## config.mk

```make
export PLATFORM = sky130hd
export DESIGN_NAME = mul16_seq_flat
export DESIGN_NICKNAME = d
export VERILOG_FILES = /design/src/rtl/mul16_seq_if.sv /design/src/rtl/mul16_seq.sv /design/src/flat_wrapper.sv
export SDC_FILE = /design/constraint.sdc
export NUM_CORES = 1
export LEC_CHECK = 0
export CELL_PAD_IN_SITES_DETAIL_PLACEMENT = 1
export CELL_PAD_IN_SITES_GLOBAL_PLACEMENT = 1
export CORE_MARGIN = 3
export CORE_UTILIZATION = 40
export DETAILED_ROUTE_END_ITERATION = 12
export PLACE_DENSITY_LB_ADDON = 0.15
export SETUP_SLACK_MARGIN = 0.05
export SLEW_MARGIN = 5
export SYNTH_ARGS = -nofsm -noshare
export SYNTH_HDL_FRONTEND = slang
export SYNTH_SLANG_ARGS = --single-unit
```

## constraint.sdc

```tcl
create_clock -name clk -period 8.3 [get_ports clk]
set_clock_uncertainty 0.2 [all_clocks]
set_input_delay 1.66 -clock clk [delete_from_list [all_inputs] [get_ports clk]]
set_output_delay 1.66 -clock clk [all_outputs]
set_load 0.01 [all_outputs]
```

## src/rtl/mul16_seq_if.sv

```systemverilog
// Start/busy/done handshake bundle for mul16_seq; operands in, product and status out.
// The requester owns start/a/b; the multiplier owns out/busy/done.
interface mul16_seq_if;
  logic        start;
  logic [15:0] a;
  logic [15:0] b;
  logic [15:0] out;
  logic        busy;
  logic        done;

  modport master (
    output start, a, b,
    input  out, busy, done
  );

  modport slave (
    input  start, a, b,
    output out, busy, done
  );
endinterface

```

## src/rtl/mul16_seq.sv

```systemverilog
// Shift-and-add 16x16 multiplier (low 16 product bits) sharing one ripple adder; 16 RUN cycles + 1 DONE.
// start is honoured only in IDLE (never queued); issue interval is 18 cycles.
module add16_gate (
  input  logic [15:0] a,
  input  logic [15:0] b,
  output logic [15:0] sum
);
  logic [15:0] c;

  assign c[0] = 1'b0;
  for (genvar i = 0; i < 15; i++) begin : g_carry
    assign c[i+1] = (a[i] & b[i]) | (c[i] & (a[i] ^ b[i]));
  end
  // Carry out of bit 15 is never formed: products are modulo 2^16.
  assign sum = a ^ b ^ c;
endmodule

module mul16_seq (
  input  logic        clk,
  input  logic        reset,
  mul16_seq_if.slave  bus
);
  typedef enum logic [1:0] {IDLE, RUN, DONE} state_t;

  state_t      state_q, state_d;
  logic [15:0] acc_q, acc_d;
  logic [15:0] mcand_q, mcand_d;
  logic [15:0] mplier_q, mplier_d;
  logic [3:0]  cnt_q, cnt_d;
  logic [15:0] out_q, out_d;
  logic [15:0] add_sum;

  add16_gate u_add (
    .a   (acc_q),
    .b   (mcand_q),
    .sum (add_sum)
  );

  always_comb begin
    state_d  = state_q;
    acc_d    = acc_q;
    mcand_d  = mcand_q;
    mplier_d = mplier_q;
    cnt_d    = cnt_q;
    out_d    = out_q;
    unique case (state_q)
      IDLE: begin
        if (bus.start) begin
          acc_d    = 16'h0000;
          mcand_d  = bus.a;
          mplier_d = bus.b;
          cnt_d    = 4'd0;
          state_d  = RUN;
        end
      end
      RUN: begin
        acc_d    = mplier_q[0] ? add_sum : acc_q;
        mcand_d  = {mcand_q[14:0], 1'b0};
        mplier_d = {1'b0, mplier_q[15:1]};
        cnt_d    = cnt_q + 4'd1;
        // Last step publishes the freshly accumulated value, never a partial sum.
        if (cnt_q == 4'd15) begin
          out_d   = acc_d;
          state_d = DONE;
        end
      end
      DONE: begin
        state_d = IDLE;
      end
      default: begin
        state_d = IDLE;
      end
    endcase
  end

  always_ff @(posedge clk) begin
    if (reset) begin
      state_q  <= IDLE;
      acc_q    <= 16'h0000;
      mcand_q  <= 16'h0000;
      mplier_q <= 16'h0000;
      cnt_q    <= 4'd0;
      out_q    <= 16'h0000;
    end else begin
      state_q  <= state_d;
      acc_q    <= acc_d;
      mcand_q  <= mcand_d;
      mplier_q <= mplier_d;
      cnt_q    <= cnt_d;
      out_q    <= out_d;
    end
  end

  assign bus.out  = out_q;
  assign bus.busy = (state_q == RUN);
  assign bus.done = (state_q == DONE);
endmodule

```

## src/flat_wrapper.sv

```systemverilog
// flat-port wrapper written by rule: the top's interface ports become plain ports
module mul16_seq_flat 
  (clk, reset, bus_start, bus_a, bus_b, bus_out, bus_busy, bus_done);
  mul16_seq_if bus_i ();
  input  logic clk;
  input  logic reset;
  input wire logic [$bits(bus_i.start)-1:0] bus_start;
  input wire logic [$bits(bus_i.a)-1:0] bus_a;
  input wire logic [$bits(bus_i.b)-1:0] bus_b;
  output wire logic [$bits(bus_i.out)-1:0] bus_out;
  output wire logic [$bits(bus_i.busy)-1:0] bus_busy;
  output wire logic [$bits(bus_i.done)-1:0] bus_done;
  assign bus_i.start = bus_start;
  assign bus_i.a = bus_a;
  assign bus_i.b = bus_b;
  assign bus_out = bus_i.out;
  assign bus_busy = bus_i.busy;
  assign bus_done = bus_i.done;
  mul16_seq u_core (.clk(clk), .reset(reset), .bus(bus_i));
endmodule
```

# Yosys cells after proc, flatten, opt, wreduce, memory -nomap -nowiden
# Cells that the tools add are included.
[totals]
register_bits = 70
input_bits = 35
wordCells = 88
output_inout_bits = 18
[classes]
n_eq_ne = 5
reduce_logical = 5
n_mux = 12
addsub = 1
bitwise_logic = 59
[op_table]
columns = ["op", "n"]
rows = [
  ["16-bit one-hot mux with 2 select lines", 3],
  ["16-bit 2-to-1 mux", 4],
  ["16-bit bitwise XOR", 2],
  ["1-bit bitwise AND", 29],
  ["1-bit bitwise OR", 14],
  ["1-bit bitwise XOR", 14],
  ["4-bit one-hot mux with 2 select lines", 1],
  ["2-bit AND reduction", 3],
  ["4-bit by 1-bit adder with 4-bit output (second input constant)", 1],
  ["4-bit equality test (second input constant)", 1],
  ["2-bit 2-to-1 mux", 2],
  ["4-bit 2-to-1 mux", 1],
  ["2-bit one-hot mux with 2 select lines", 1],
  ["2-bit by 1-bit equality test with 1-bit output (second input constant)", 1],
  ["2-bit equality test (second input constant)", 1],
  ["2-bit logical NOT", 1],
  ["2-bit by 1-bit inequality test with 1-bit output (second input constant)", 1],
  ["2-bit inequality test (second input constant)", 1],
  ["2-bit nonzero test", 1],
]

# Depth between registers and ports, before layout
# Gate-level depths: netlist of run 1.
[logic_depth]
word_depth = 32
ltp_mapped = 22
mapped_depth_nobuf = 22

# Cells and area by module
# A second synthesis of run 1 with hierarchy kept.
[hier_totals]
hier_cells = 350
area_unflattened_um2 = 3363.2
[by_module_without_submodules]
columns = ["mod", "seq_area_each_um2", "area_per_inst_um2", "instances", "cells_each"]
rows = [
  ["mul16_seq", 1401.3, 3027.9, 1, 329],
  ["add16_gate", 0.0, 335.3, 1, 21],
]

# Worst setup path before layout of run 1
# Ideal clock, no wire load.
[synth_timing]
kind = "register -> register"
startpoint = "register u_core.mcand_q[0]"
endpoint = "register u_core.out_q[15], in the netlist u_core.bus.out[15]"
path_slack_ns = 1.230
synth_period_minus_slack_ns = 7.070
path_stages_with_launch = 23
arrival_time_ns = 6.779
setup_ns = 0.091
path_cell_list = "dfxtp_1 -> ha_1 -> inv_1 -> fa_1 -> fa_1 -> fa_1 -> fa_1 -> fa_1 -> fa_1 -> fa_1 -> fa_1 -> fa_1 -> inv_1 -> fa_1 -> inv_1 -> fa_1 -> fa_1 -> inv_1 -> fa_1 -> fa_1 -> xnor2_1 -> or3_1 -> a311oi_1"
[synth_between]
elab_chain_len = 31
[synth_rtl]
columns = ["element", "line_no", "text"]
rows = [
  ["start, declared", "mul16_seq.sv:27", "logic [15:0] mcand_q, mcand_d;"],
  ["start signal, assigned", "mul16_seq.sv:87", "mcand_q <= mcand_d;"],
  ["1-bit bitwise AND (2 in series)", "mul16_seq.sv:12", "assign c[i+1] = (a[i] & b[i]) | (c[i] & (a[i] ^ b[i]));"],
  ["1-bit bitwise OR", "mul16_seq.sv:12", ""],
  ["1-bit bitwise AND", "mul16_seq.sv:12", ""],
  ["1-bit bitwise OR", "mul16_seq.sv:12", ""],
  ["1-bit bitwise AND", "mul16_seq.sv:12", ""],
  ["1-bit bitwise OR", "mul16_seq.sv:12", ""],
  ["1-bit bitwise AND", "mul16_seq.sv:12", ""],
  ["1-bit bitwise OR", "mul16_seq.sv:12", ""],
  ["(+14 left out)", "n/a", ""],
  ["1-bit bitwise AND", "mul16_seq.sv:12", ""],
  ["1-bit bitwise OR", "mul16_seq.sv:12", ""],
  ["1-bit bitwise AND", "mul16_seq.sv:12", ""],
  ["1-bit bitwise OR", "mul16_seq.sv:12", ""],
  ["1-bit bitwise AND", "mul16_seq.sv:12", ""],
  ["1-bit bitwise OR", "mul16_seq.sv:12", ""],
  ["16-bit bitwise XOR", "mul16_seq.sv:15", "assign sum = a ^ b ^ c;"],
  ["16-bit 2-to-1 mux", "mul16_seq.sv:57", "acc_d = mplier_q[0] ? add_sum : acc_q;"],
  ["end signal, assigned", "mul16_seq.sv:90", "out_q <= out_d;"],
  ["end, declared", "mul16_seq.sv:30", "logic [15:0] out_q, out_d;"],
]
# No other way between the ends.
# A chain may end at the register's enable or synchronous reset.

# Worst setup path after layout of run 1
[layout_timing]
startpoint = "register u_core.mcand_q[0]"
endpoint = "register u_core.acc_q[15]"
[layout_between]
elab_chain_len = 32
[layout_rtl]
columns = ["element", "line_no", "text"]
rows = [
  ["1-bit bitwise AND (2 in series)", "mul16_seq.sv:12", ""],
  ["1-bit bitwise OR", "mul16_seq.sv:12", ""],
  ["1-bit bitwise AND", "mul16_seq.sv:12", ""],
  ["1-bit bitwise OR", "mul16_seq.sv:12", ""],
  ["1-bit bitwise AND", "mul16_seq.sv:12", ""],
  ["1-bit bitwise OR", "mul16_seq.sv:12", ""],
  ["1-bit bitwise AND", "mul16_seq.sv:12", ""],
  ["1-bit bitwise OR", "mul16_seq.sv:12", ""],
  ["(+15 left out)", "n/a", ""],
  ["1-bit bitwise OR", "mul16_seq.sv:12", ""],
  ["1-bit bitwise AND", "mul16_seq.sv:12", ""],
  ["1-bit bitwise OR", "mul16_seq.sv:12", ""],
  ["1-bit bitwise AND", "mul16_seq.sv:12", ""],
  ["1-bit bitwise OR", "mul16_seq.sv:12", ""],
  ["16-bit bitwise XOR", "mul16_seq.sv:15", ""],
  ["16-bit 2-to-1 mux", "mul16_seq.sv:57", ""],
  ["16-bit one-hot mux with 2 select lines", "mul16_seq.sv:46", "unique case (state_q)"],
  ["end signal, assigned", "mul16_seq.sv:79", "acc_q <= 16'h0000;"],
  ["end signal, assigned", "mul16_seq.sv:86", "acc_q <= acc_d;"],
  ["end, declared", "mul16_seq.sv:26", "logic [15:0] acc_q, acc_d;"],
]
# No other way between the ends.

==> results of run 1 <==
## registers in the layout, summed over array words and instances (netlist names)
register         cells
u_core.acc_q        16
u_core.cnt_q         4
u_core.state_q       2
u_core.bus.out      16
u_core.mcand_q      16
u_core.mplier_q     16
## placed cells by master (no fill, tap or decap), types with 12 or more instances in the layout
cell type / instances
sky130_fd_sc_hd__a311oi_1: 30
sky130_fd_sc_hd__a21oi_1: 23
sky130_fd_sc_hd__inv_1: 28
sky130_fd_sc_hd__clkdlybuf4s50_1: 51
sky130_fd_sc_hd__nor2_1: 35
sky130_fd_sc_hd__o21ai_0: 16
sky130_fd_sc_hd__clkbuf_8: 12
sky130_fd_sc_hd__dfxtp_1: 70
sky130_fd_sc_hd__fa_1: 14
sky130_fd_sc_hd__nand2_1: 71
## synth_stat cells (7+ instances only)
library cell | number | area, um2
sky130_fd_sc_hd__dfxtp_1 | 70 | 1400
sky130_fd_sc_hd__clkbuf_1 | 11 | 41.3
sky130_fd_sc_hd__nor2_1 | 35 | 131
sky130_fd_sc_hd__nand2_1 | 71 | 267
sky130_fd_sc_hd__o2bb2ai_1 | 8 | 70.1
sky130_fd_sc_hd__a311oi_1 | 30 | 263
sky130_fd_sc_hd__buf_2 | 15 | 75.1
sky130_fd_sc_hd__inv_1 | 28 | 105
sky130_fd_sc_hd__o21ai_0 | 16 | 80.1
sky130_fd_sc_hd__fa_1 | 14 | 280
sky130_fd_sc_hd__a211oi_1 | 7 | 52.6
sky130_fd_sc_hd__o2111ai_1 | 11 | 96.3
sky130_fd_sc_hd__a21oi_1 | 23 | 115
## power by group through the flow
stage	clock network [mW]	registers, mW	logic, mW
5_1_grt	0.282	0.369	0.0997
2_1_floorplan	0	0.367	0.0653
4_1_cts	0.268	0.367	0.0888
3_5_place_dp	0	0.374	0.0888
6_report	0.260	0.367	0.0871
3_3_place_gp	0	0.374	0.0857
## metrics by stage
step           setup WS, ns  std cells  hold slack (ns)  cell area (um2)  power [mW]
4_1_cts               0.860        527            0.279             4030       0.723
3_3_place_gp          0.983        511            0.260             3840       0.459
3_5_place_dp          0.930        511            0.270             3840       0.463
5_1_grt               0.508        527            0.302             4030       0.751
2_1_floorplan          1.23        389            0.255             3370       0.432
6_report              0.914        527            0.274             4030       0.714
## critical path, stage by stage (launching register included)
cell and delay, ns:
sky130_fd_sc_hd__dfxtp_1 0.38, sky130_fd_sc_hd__ha_1 0.16, sky130_fd_sc_hd__inv_1 0.05, sky130_fd_sc_hd__fa_1 0.45
sky130_fd_sc_hd__fa_1 0.47, sky130_fd_sc_hd__fa_1 0.46, sky130_fd_sc_hd__fa_1 0.46, sky130_fd_sc_hd__fa_1 0.47
sky130_fd_sc_hd__fa_1 0.46, sky130_fd_sc_hd__fa_1 0.46, sky130_fd_sc_hd__fa_1 0.46, sky130_fd_sc_hd__fa_1 0.43
sky130_fd_sc_hd__inv_1 0.09, sky130_fd_sc_hd__fa_1 0.17, sky130_fd_sc_hd__inv_1 0.05, sky130_fd_sc_hd__fa_1 0.45
sky130_fd_sc_hd__fa_1 0.44, sky130_fd_sc_hd__inv_1 0.09, sky130_fd_sc_hd__fa_1 0.20, sky130_fd_sc_hd__fa_1 0.20
sky130_fd_sc_hd__xnor2_1 0.08, sky130_fd_sc_hd__or3_1 0.33, sky130_fd_sc_hd__a311oi_1 0.28
## layout make-up
type	count	area, um2
clock buffer	13	169
tap	102	128
timing repair buffer	54	531
clock inverter	3	17.5
inverter	29	109
multi-input combinational	256	1680
fill	947	3940
sequential	70	1400
## kinds of logic (layout without fill, tap and decap cells)
family | Yosys count | in the layout | share of synthesized area, %
adders and majority gates | 16 | 16 | 9.05
muxes | 5 | 5 | 1.48
buffers and inverters | 63 | 99 | 8.79
xor gates and xnor gates | 1 | 1 | 0.260
AOI/OAI and AO/OA | 109 | 109 | 23.5
and+or+nand+nor | 125 | 125 | 15.4
DFF | 70 | 70 | 41.5
## path summary, 6_finish.rpt
path	slack, ns	from	endpoint	depth (start not counted)
setup / recovery	0.91	u_core.mcand_q[0]	u_core.acc_q[15]	22
hold / removal	0.27	u_core.bus.out[7]	u_core.bus.out[7]	2
setup reg to reg	0.91	u_core.mcand_q[0]	u_core.acc_q[15]	22
hold reg to reg	0.27	u_core.bus.out[7]	u_core.bus.out[7]	2
## metal layers
| layer | GRT usage (%) | share of wire, % | vias up |
|---|---|---|---|
| met4 | 6.28 | 1.6 | 0 |
| li1 | - | - | 1424 |
| met3 | 4.79 | 3.5 | 10 |
| met2 | 27.0 | 44 | 48 |
| met1 | 25.2 | 51 | 1382 |
| met5 | 0 | 0 | - |
==> out/qor.log, run 1 <==
INFO  status         status=completed
INFO  worst_setup_path criticalPathCategory=reg2reg
INFO  clocking       post_cts_setup_bufs=0
INFO  finish         num_antenna_cells=0
INFO  placed_design  portBuffers=52
INFO  route          routed_wire_per_std_cell=15.7um
INFO  global_route   grt_max_degree=62
INFO  sta            setup_viol_count_final=0
INFO  route          route.final.wire_length=8280um
INFO  synthesis      post_synth_num_cell_types=34
INFO  synthesis      ys_seq_area_share=41.5%
INFO  power_and_ir_drop power.net_switching=192uW
INFO  clocking       post_cts_resize_count=0
INFO  synthesis      synth_edf_count=0
INFO  clocking       ctsLongestPathBuffers=2
INFO  synthesis      average_size_of_a_mapped_cell=8.67um2
INFO  synthesis      ys.warnings.count=0
INFO  route          vias_per_cell=5.43
INFO  sta            fmaxAchievable=135MHz
INFO  die            floorplan.rows=32
INFO  power_and_ir_drop leakage_component_of_the_power=1.38nW
INFO  route          drc=0
INFO  power_and_ir_drop power_frac_comb=12.2%
INFO  synthesis      postSynthCellCount=389
INFO  power_and_ir_drop power.density_cell_area=177nW/um2
INFO  sta            timing_worst_slew_pin_value=1.16ns
INFO  power_and_ir_drop cell_internal_power=522uW
INFO  synthesis      asyncSetResetFlopFracSynth=0%
INFO  sta            rsz_0062_raised_after_global_routing=no
INFO  die            io-pin-count=53
INFO  placed_design  half_perimeter_wire_length_after_placement=5470um
INFO  synthesis      netlist_area=3370um2
INFO  clocking       ctsHoldBuffers=0
INFO  worst_setup_path worstPathMaxFanout=4
INFO  synthesis      yosys_register_bits=70
INFO  sta            timing.slew.headroom=23.0%
INFO  sta            final.period_utilization=89.0%
INFO  die            fp.coreArea=7970um2
INFO  worst_setup_path critPathRequiredTime=8.35ns
INFO  job            max_cap_viol_count=0
INFO  clocking       ctsHtreeMaxLevel=3
INFO  sta            finalMaxSlewViolations=0
INFO  route          detailedRoute.firstIterationViolations=75
INFO  power_and_ir_drop power_frac_clock=36.4%
INFO  worst_setup_path setup.worst_path.end_class=flip-flop
INFO  global_route   first_global_vias=2,933
INFO  worst_setup_path cp-start-kind=flip-flop
INFO  synthesis      synthFlopType=sky130_fd_sc_hd__dfxtp_1
INFO  route          vias=2,864
INFO  worst_setup_path arrival_time_at_the_worst_endpoint=7.44ns
INFO  finish         post_route_cells_drive_above_1_share=5.18%
INFO  sta            finalCriticalPeriod=7.39ns
INFO  die            die_h=97.9um
INFO  clocking       clk_root_buffer_cell=sky130_fd_sc_hd__clkbuf_8
INFO  clocking       numClockSinks=70
INFO  die            initial_core_util=42.4%
INFO  die            die_width=97.9um
INFO  global_route   grt.overflow.total=0
INFO  route          drt_first_pass_iters=4
INFO  route          route.antenna.remaining_nets=0
INFO  sta            final.setup.tns=0ns
INFO  finish         area_growth_syn_to_layout=19.5%
INFO  power_and_ir_drop power_share_of_the_sequential_group=51.4%
INFO  clocking       worst_skew_late_latency=0.34ns
INFO  die            dieArea=9570um2
INFO  min_path       holdCritPathClass=reg2reg
INFO  sta            hold_viol=0
INFO  global_route   grt_first_pass_wirelength=14,100um
INFO  placed_design  place_congestion=0.752
INFO  global_route   grt_antenna_before_repair=0
INFO  power_and_ir_drop max-vdd-ir-drop=0.0766mV
INFO  power_and_ir_drop switching_part_of_the_total_power=26.9%
INFO  clocking       cts_tree=built
INFO  global_route   global_route.usage.total=18.0%
INFO  clocking       clk_pin_slew_worst_setup_hold_paths=0.07ns
INFO  finish         final_core_util=50.6%
INFO  finish         design.final.nets=471
INFO  clocking       cts_buffers=9
INFO  synthesis      synthesis.nets=440
Note: power is estimated with default switching activity, not from simulation.
==> inputs of run 2 (changes only) <==
CORE_ASPECT_RATIO = 0.9   (was default)
==> run 2 against run 1 <==
Global-route usage up 0.85 points. Die area about the same. Sequential share of layout area down 0.33 points. Core utilization down 0.39 points. Sequential cell count unchanged. Critical endpoint unchanged. Combinational power about the same. First-iteration DRC count up 47%. Via count down 1.2%. Count of clock-buffer cells in the layout down 2. Largest power group unchanged. Power up 7.1%.
==> out/qor.log, run 2 (synthesis gave the netlist of run 1 again) <==
INFO  clocking       cts_tree=built
INFO  sta            setup_viol_count_final=0
INFO  die            initial_core_util=41.6%
INFO  finish         area_growth_syn_to_layout=20.6%
INFO  min_path       holdCritPathClass=reg2reg
INFO  global_route   grt_first_pass_wirelength=14,100um
INFO  sta            fmaxAchievable=135MHz
INFO  worst_setup_path crit_path_frequent_cell=sky130_fd_sc_hd__fa_1
INFO  worst_setup_path setup.worst_path.end_class=flip-flop
INFO  global_route   grt_max_degree=62
INFO  clocking       cts_buffers=9
INFO  min_path       number_of_cells_traversed_by_the_worst_hold_path=2
INFO  worst_setup_path worstPathMaxFanout=4
INFO  worst_setup_path cp_cell_sequence=ha_1 -> inv_1 -> fa_1 -> fa_1 -> fa_1 -> fa_1 -> fa_1 -> fa_1 -> fa_1 -> fa_1 -> fa_1 -> inv_1 -> fa_1 -> inv_1 -> fa_1 -> fa_1 -> inv_1 -> fa_1 -> fa_1 -> xnor2_1 -> or3_1 -> a311oi_1
INFO  sta            rsz_0062_raised_after_global_routing=no
INFO  placed_design  portBuffers=52
INFO  route          vias_per_cell=5.40
INFO  finish         num_antenna_cells=0
INFO  power_and_ir_drop power.density_cell_area=188nW/um2
INFO  status         status=completed
INFO  clocking       post_cts_setup_bufs=0
INFO  clocking       worst_skew_late_latency=0.35ns
INFO  die            die_width=103um
INFO  worst_setup_path worst_path_max_delay_cell=sky130_fd_sc_hd__fa_1
INFO  worst_setup_path slowest_delay=0.48ns
INFO  finish         mostFrequentLayoutCell=sky130_fd_sc_hd__nand2_1
INFO  worst_setup_path critical_path_depth=22
INFO  placed_design  placed_area=3850um2
INFO  clocking       numClockSinks=70
INFO  die            io-pin-count=53
INFO  finish         fill_cells=958
INFO  route          route.final.wire_length=8300um
INFO  sta            timing.slew.headroom=22.2%
INFO  route          vias=2,829
INFO  die            fp.coreArea=8110um2
INFO  worst_setup_path cp-start-kind=flip-flop
INFO  power_and_ir_drop max-vdd-ir-drop=0.0979mV
INFO  global_route   global_route.usage.total=18.9%
INFO  worst_setup_path critPathRequiredTime=8.34ns
INFO  sta            timing_worst_slew_pin_value=1.17ns
INFO  power_and_ir_drop pwr_total=765uW
INFO  route          detailedRoute.firstIterationViolations=110
INFO  global_route   first_global_vias=2,801
INFO  worst_setup_path critPathTopFamily=adder cells
INFO  clocking       ctsLongestPathBuffers=2
INFO  finish         register_area=1400um2
INFO  worst_setup_path arrival_time_at_the_worst_endpoint=7.45ns
INFO  die            dieArea=9580um2
INFO  die            floorplan.rows=31
INFO  finish         post_route_cells_drive_above_1_share=5.41%
INFO  global_route   grt.overflow.total=0
INFO  clocking       ctsHtreeMaxLevel=3
INFO  route          drc=0
INFO  clocking       clk_pin_slew_worst_setup_hold_paths=0.08ns
INFO  worst_setup_path reg2regPathDepth=22
INFO  clocking       clk_root_buffer_cell=sky130_fd_sc_hd__clkbuf_8
INFO  finish         stdcell_area=4070um2
INFO  route          routed_wire_per_std_cell=15.8um
INFO  sta            finalCriticalPeriod=7.41ns
INFO  job            max_cap_viol_count=0
INFO  sta            final.setup.tns=0ns
INFO  global_route   grt_antenna_before_repair=0
INFO  sta            final.period_utilization=89.3%
INFO  clocking       ctsHoldBuffers=0
INFO  route          route.antenna.remaining_nets=0
INFO  finish         multi_input_gate_area=1680um2
INFO  die            die_h=93.1um
INFO  finish         layout.cells.most_common_list=sky130_fd_sc_hd__nand2_1, sky130_fd_sc_hd__dfxtp_1, sky130_fd_sc_hd__clkdlybuf4s50_1
INFO  finish         design.final.nets=472
INFO  sta            hold_viol=0
INFO  worst_setup_path criticalPathCategory=reg2reg
INFO  power_and_ir_drop leakage_component_of_the_power=1.41nW
INFO  placed_design  place_congestion=0.771
INFO  clocking       post_cts_resize_count=0
INFO  worst_setup_path cp.buffers_inverters=4
INFO  sta            finalMaxSlewViolations=0
INFO  route          drt_first_pass_iters=4
INFO  placed_design  half_perimeter_wire_length_after_placement=5580um
run 2: per-stage QoR:
stage	util (%)	setup slack [ns]	hold slack, ns	std cells
after floorplan	-	1.23	0.255	389
after CTS	50.2	0.800	0.278	524
after global placement	47.5	0.996	0.259	509
final	50.2	0.888	0.276	524
after detailed placement	47.5	0.857	0.268	509
after global routing	50.2	0.468	0.304	524
run 2: path summary, 6_finish.rpt:
| check | start | to | slack [ns] |
|---|---|---|---|
| max | u_core.mcand_q[0] | u_core.acc_q[15] | 0.89 |
| min | u_core.bus.out[12] | u_core.bus.out[12] | 0.28 |
| max reg2reg | u_core.mcand_q[0] | u_core.acc_q[15] | 0.89 |
| min reg2reg | u_core.bus.out[12] | u_core.bus.out[12] | 0.28 |
run 2: report_power, final:
| part | internal, mW | switching, mW | total, mW |
|---|---|---|---|
| registers | 0.351 | 0.0157 | 0.367 |
| logic | 0.0391 | 0.0483 | 0.0874 |
| clock network | 0.183 | 0.127 | 0.310 |
| total | 0.573 | 0.191 | 0.765 |
run 2: cell type report:
type / count / share of cell area (%)
clock buffers: 11 / 3.72
clock inverters: 4 / 1.72
inverters: 29 / 2.67
multi-input cells: 256 / 41.2
flip-flops and latches: 70 / 34.4
well taps: 99 / 3.04
repair buffers: 55 / 13.2
run 2: per-layer routing:
layer | GRT usage, % | part of all wire, %
met1 | 26.6 | 50
met2 | 28.8 | 44
met3 | 4.03 | 4.5
met4 | 5.93 | 1.4
met5 | 0 | 0
run 2: worst register-to-register path: stages, from the launching register on:
cell	delay (ns)
sky130_fd_sc_hd__dfxtp_1	0.38
sky130_fd_sc_hd__ha_1	0.16
sky130_fd_sc_hd__inv_1	0.05
sky130_fd_sc_hd__fa_1	0.45
sky130_fd_sc_hd__fa_1	0.46
sky130_fd_sc_hd__fa_1	0.46
sky130_fd_sc_hd__fa_1	0.48
sky130_fd_sc_hd__fa_1	0.47
sky130_fd_sc_hd__fa_1	0.46
sky130_fd_sc_hd__fa_1	0.46
sky130_fd_sc_hd__fa_1	0.47
sky130_fd_sc_hd__fa_1	0.42
sky130_fd_sc_hd__inv_1	0.09
sky130_fd_sc_hd__fa_1	0.17
sky130_fd_sc_hd__inv_1	0.05
sky130_fd_sc_hd__fa_1	0.44
sky130_fd_sc_hd__fa_1	0.43
sky130_fd_sc_hd__inv_1	0.09
sky130_fd_sc_hd__fa_1	0.21
sky130_fd_sc_hd__fa_1	0.19
sky130_fd_sc_hd__xnor2_1	0.07
sky130_fd_sc_hd__or3_1	0.33
sky130_fd_sc_hd__a311oi_1	0.32
==> inputs of run 3 (changes only) <==
CORE_MARGIN = 1   (was 3)
==> run 3 against run 2 <==
Sequential share of layout area grew 0.18 points. Hold slack lost 0.0050 ns. Core utilization shrank 0.26 points. Fmax shrank 1.0%. Sequential power is essentially flat. Sequential cell count is the same. Design area shrank 0.52%. First-iteration DRC count grew 12%. Combinational power grew 1%. Global-route usage grew 1.8 points. Critical path depth is the same. Register-to-register slack lost 0.08 ns. Critical endpoint unchanged. Largest cell class unchanged.
==> out/qor.log, run 3 (synthesis gave the netlist of run 1 again) <==
INFO  die            die_h=89.1um
INFO  die            fp.coreArea=8110um2
INFO  min_path       number_of_cells_traversed_by_the_worst_hold_path=2
INFO  clocking       post_cts_resize_count=0
INFO  min_path       holdCritPathClass=reg2reg
INFO  finish         stdcell_area=4050um2
INFO  min_path       holdCritStartpoint=u_core.bus.out[12]
INFO  global_route   grt_antenna_before_repair=0
INFO  finish         area_growth_syn_to_layout=20.0%
INFO  sta            whs=0.271ns
INFO  placed_design  placed_area=3850um2
INFO  finish         fill_cells=961
INFO  worst_setup_path worstPathMaxFanout=4
INFO  worst_setup_path slowest_delay=0.48ns
INFO  clocking       ctsHoldBuffers=0
INFO  finish         design.final.nets=472
INFO  finish         num_antenna_cells=0
INFO  die            initial_core_util=41.6%
INFO  finish         mostFrequentLayoutCell=sky130_fd_sc_hd__nand2_1
INFO  route          route.final.wire_length=8420um
INFO  worst_setup_path arrival_time_at_the_worst_endpoint=7.53ns
INFO  sta            final.setup.tns=0ns
INFO  min_path       hold_path_end=u_core.bus.out[12]
INFO  finish         layout.cells.most_common_list=sky130_fd_sc_hd__nand2_1, sky130_fd_sc_hd__dfxtp_1, sky130_fd_sc_hd__clkdlybuf4s50_1
INFO  clocking       ctsLongestPathBuffers=2
INFO  route          vias=2,860
INFO  global_route   grt_max_degree=62
INFO  worst_setup_path rrSetupSlack=0.81ns
INFO  clocking       cts_buffers=9
INFO  die            io-pin-count=53
INFO  global_route   grt.overflow.total=0
INFO  die            floorplan.rows=31
INFO  finish         post_route_cells_drive_above_1_share=5.40%
INFO  worst_setup_path cp-start-kind=flip-flop
INFO  clocking       post_cts_setup_bufs=0
INFO  clocking       ctsHtreeMaxLevel=3
INFO  placed_design  portBuffers=52
INFO  power_and_ir_drop power.density_cell_area=182nW/um2
INFO  clocking       clk_pin_slew_worst_setup_hold_paths=0.07ns
INFO  sta            fmaxAchievable=134MHz
INFO  clocking       cts_tree=built
INFO  route          vias_per_cell=5.45
INFO  status         status=completed
INFO  worst_setup_path regToRegEndpoint=u_core.acc_q[15]
INFO  worst_setup_path worst_path_max_delay_cell=sky130_fd_sc_hd__fa_1
INFO  job            max_cap_viol_count=0
INFO  power_and_ir_drop leakage_component_of_the_power=1.40nW
INFO  worst_setup_path crit_path_frequent_cell=sky130_fd_sc_hd__fa_1
INFO  placed_design  half_perimeter_wire_length_after_placement=5520um
INFO  worst_setup_path setup.worst_path.end_class=flip-flop
INFO  placed_design  dp_slack=0.768ns
INFO  die            dieArea=8810um2
INFO  worst_setup_path critPathTopFamily=adder cells
INFO  clocking       worst_skew_late_latency=0.35ns
INFO  global_route   global_route.usage.total=20.6%
INFO  sta            timing.slew.headroom=22.4%
INFO  worst_setup_path critPathRequiredTime=8.34ns
INFO  global_route   first_global_vias=2,782
INFO  power_and_ir_drop pwr_total=737uW
INFO  sta            rsz_0062_raised_after_global_routing=no
INFO  sta            timing_worst_slew_pin_value=1.16ns
INFO  worst_setup_path criticalPathCategory=reg2reg
INFO  worst_setup_path reg2regPathDepth=22
INFO  sta            final.period_utilization=90.2%
INFO  sta            finalCriticalPeriod=7.49ns
INFO  sta            hold_viol=0
INFO  placed_design  numPlacedInstances=509
INFO  route          drc=0
INFO  sta            worst_slack=0.811ns
INFO  placed_design  place_congestion=0.749
INFO  route          drt_first_pass_iters=4
INFO  sta            setup_viol_count_final=0
INFO  finish         finalNonFillerCells=525
INFO  clocking       numClockSinks=70
INFO  worst_setup_path cp_cell_sequence=ha_1 -> inv_1 -> fa_1 -> fa_1 -> fa_1 -> fa_1 -> fa_1 -> fa_1 -> fa_1 -> fa_1 -> fa_1 -> inv_1 -> fa_1 -> inv_1 -> fa_1 -> fa_1 -> inv_1 -> fa_1 -> fa_1 -> xnor2_1 -> or3_1 -> a311oi_1
INFO  sta            finalMaxSlewViolations=0
INFO  route          routed_wire_per_std_cell=16.0um
INFO  worst_setup_path regToRegStartpoint=u_core.mcand_q[0]
INFO  clocking       clk_root_buffer_cell=sky130_fd_sc_hd__clkbuf_8
INFO  global_route   grt_first_pass_wirelength=14,000um
INFO  power_and_ir_drop max-vdd-ir-drop=0.0827mV
INFO  finish         final_core_util=49.9%
INFO  die            die_width=98.8um
INFO  route          route.antenna.remaining_nets=0
INFO  route          detailedRoute.firstIterationViolations=123
INFO  worst_setup_path cp.buffers_inverters=4
==> run 3: worst max path at each step <==
stage / startpoint / to / slack [ns] / cells after the start
6_report: u_core.mcand_q[0] / u_core.acc_q[15] / 0.81 / 22
5_1_grt: u_core.mcand_q[0] / u_core.acc_q[15] / 0.54 / 22
4_1_cts: u_core.mcand_q[0] / u_core.acc_q[15] / 0.74 / 22
3_5_place_dp: u_core.mcand_q[0] / u_core.acc_q[15] / 0.77 / 22
3_3_place_gp: u_core.mcand_q[0] / u_core.bus.out[15] / 1.0 / 22
2_1_floorplan: u_core.mcand_q[0] / u_core.bus.out[15] / 1.23 / 22
==> run 3: power by group <==
group          leakage [nW]  switching (mW)  total (mW)  internal, mW
Clock                 0.106           0.127       0.281         0.154
Sequential            0.572          0.0159       0.367         0.351
Combinational         0.719          0.0493      0.0884        0.0392
Total                  1.40           0.192       0.737         0.544
==> run 3: layout make-up <==
cell class	instances	area [um2]	share of cell area (%)
clock buffer	12	155	3.83
clock inverter	4	45.0	1.11
inverter	29	109	2.69
multi-input combinational	256	1680	41.4
sequential	70	1400	34.6
tap	99	124	3.06
timing repair buffer	55	538	13.3
==> run 3: routing by layer <==
layer / track usage, % / wire, um
met1: 27.9 / 4320
met2: 33.2 / 3740
met3: 4.07 / 258
met4: 7.33 / 105
met5: 0 / 0
==> run 3: worst register-to-register path: cells and delay by family (launching register included) <==
kind            cells  cell delay (ns)
compound gates      1             0.31
xor+xnor            1             0.07
fa+ha+maj          15             5.78
buf+inv             4             0.28
flops               1             0.39
simple gates        1             0.35
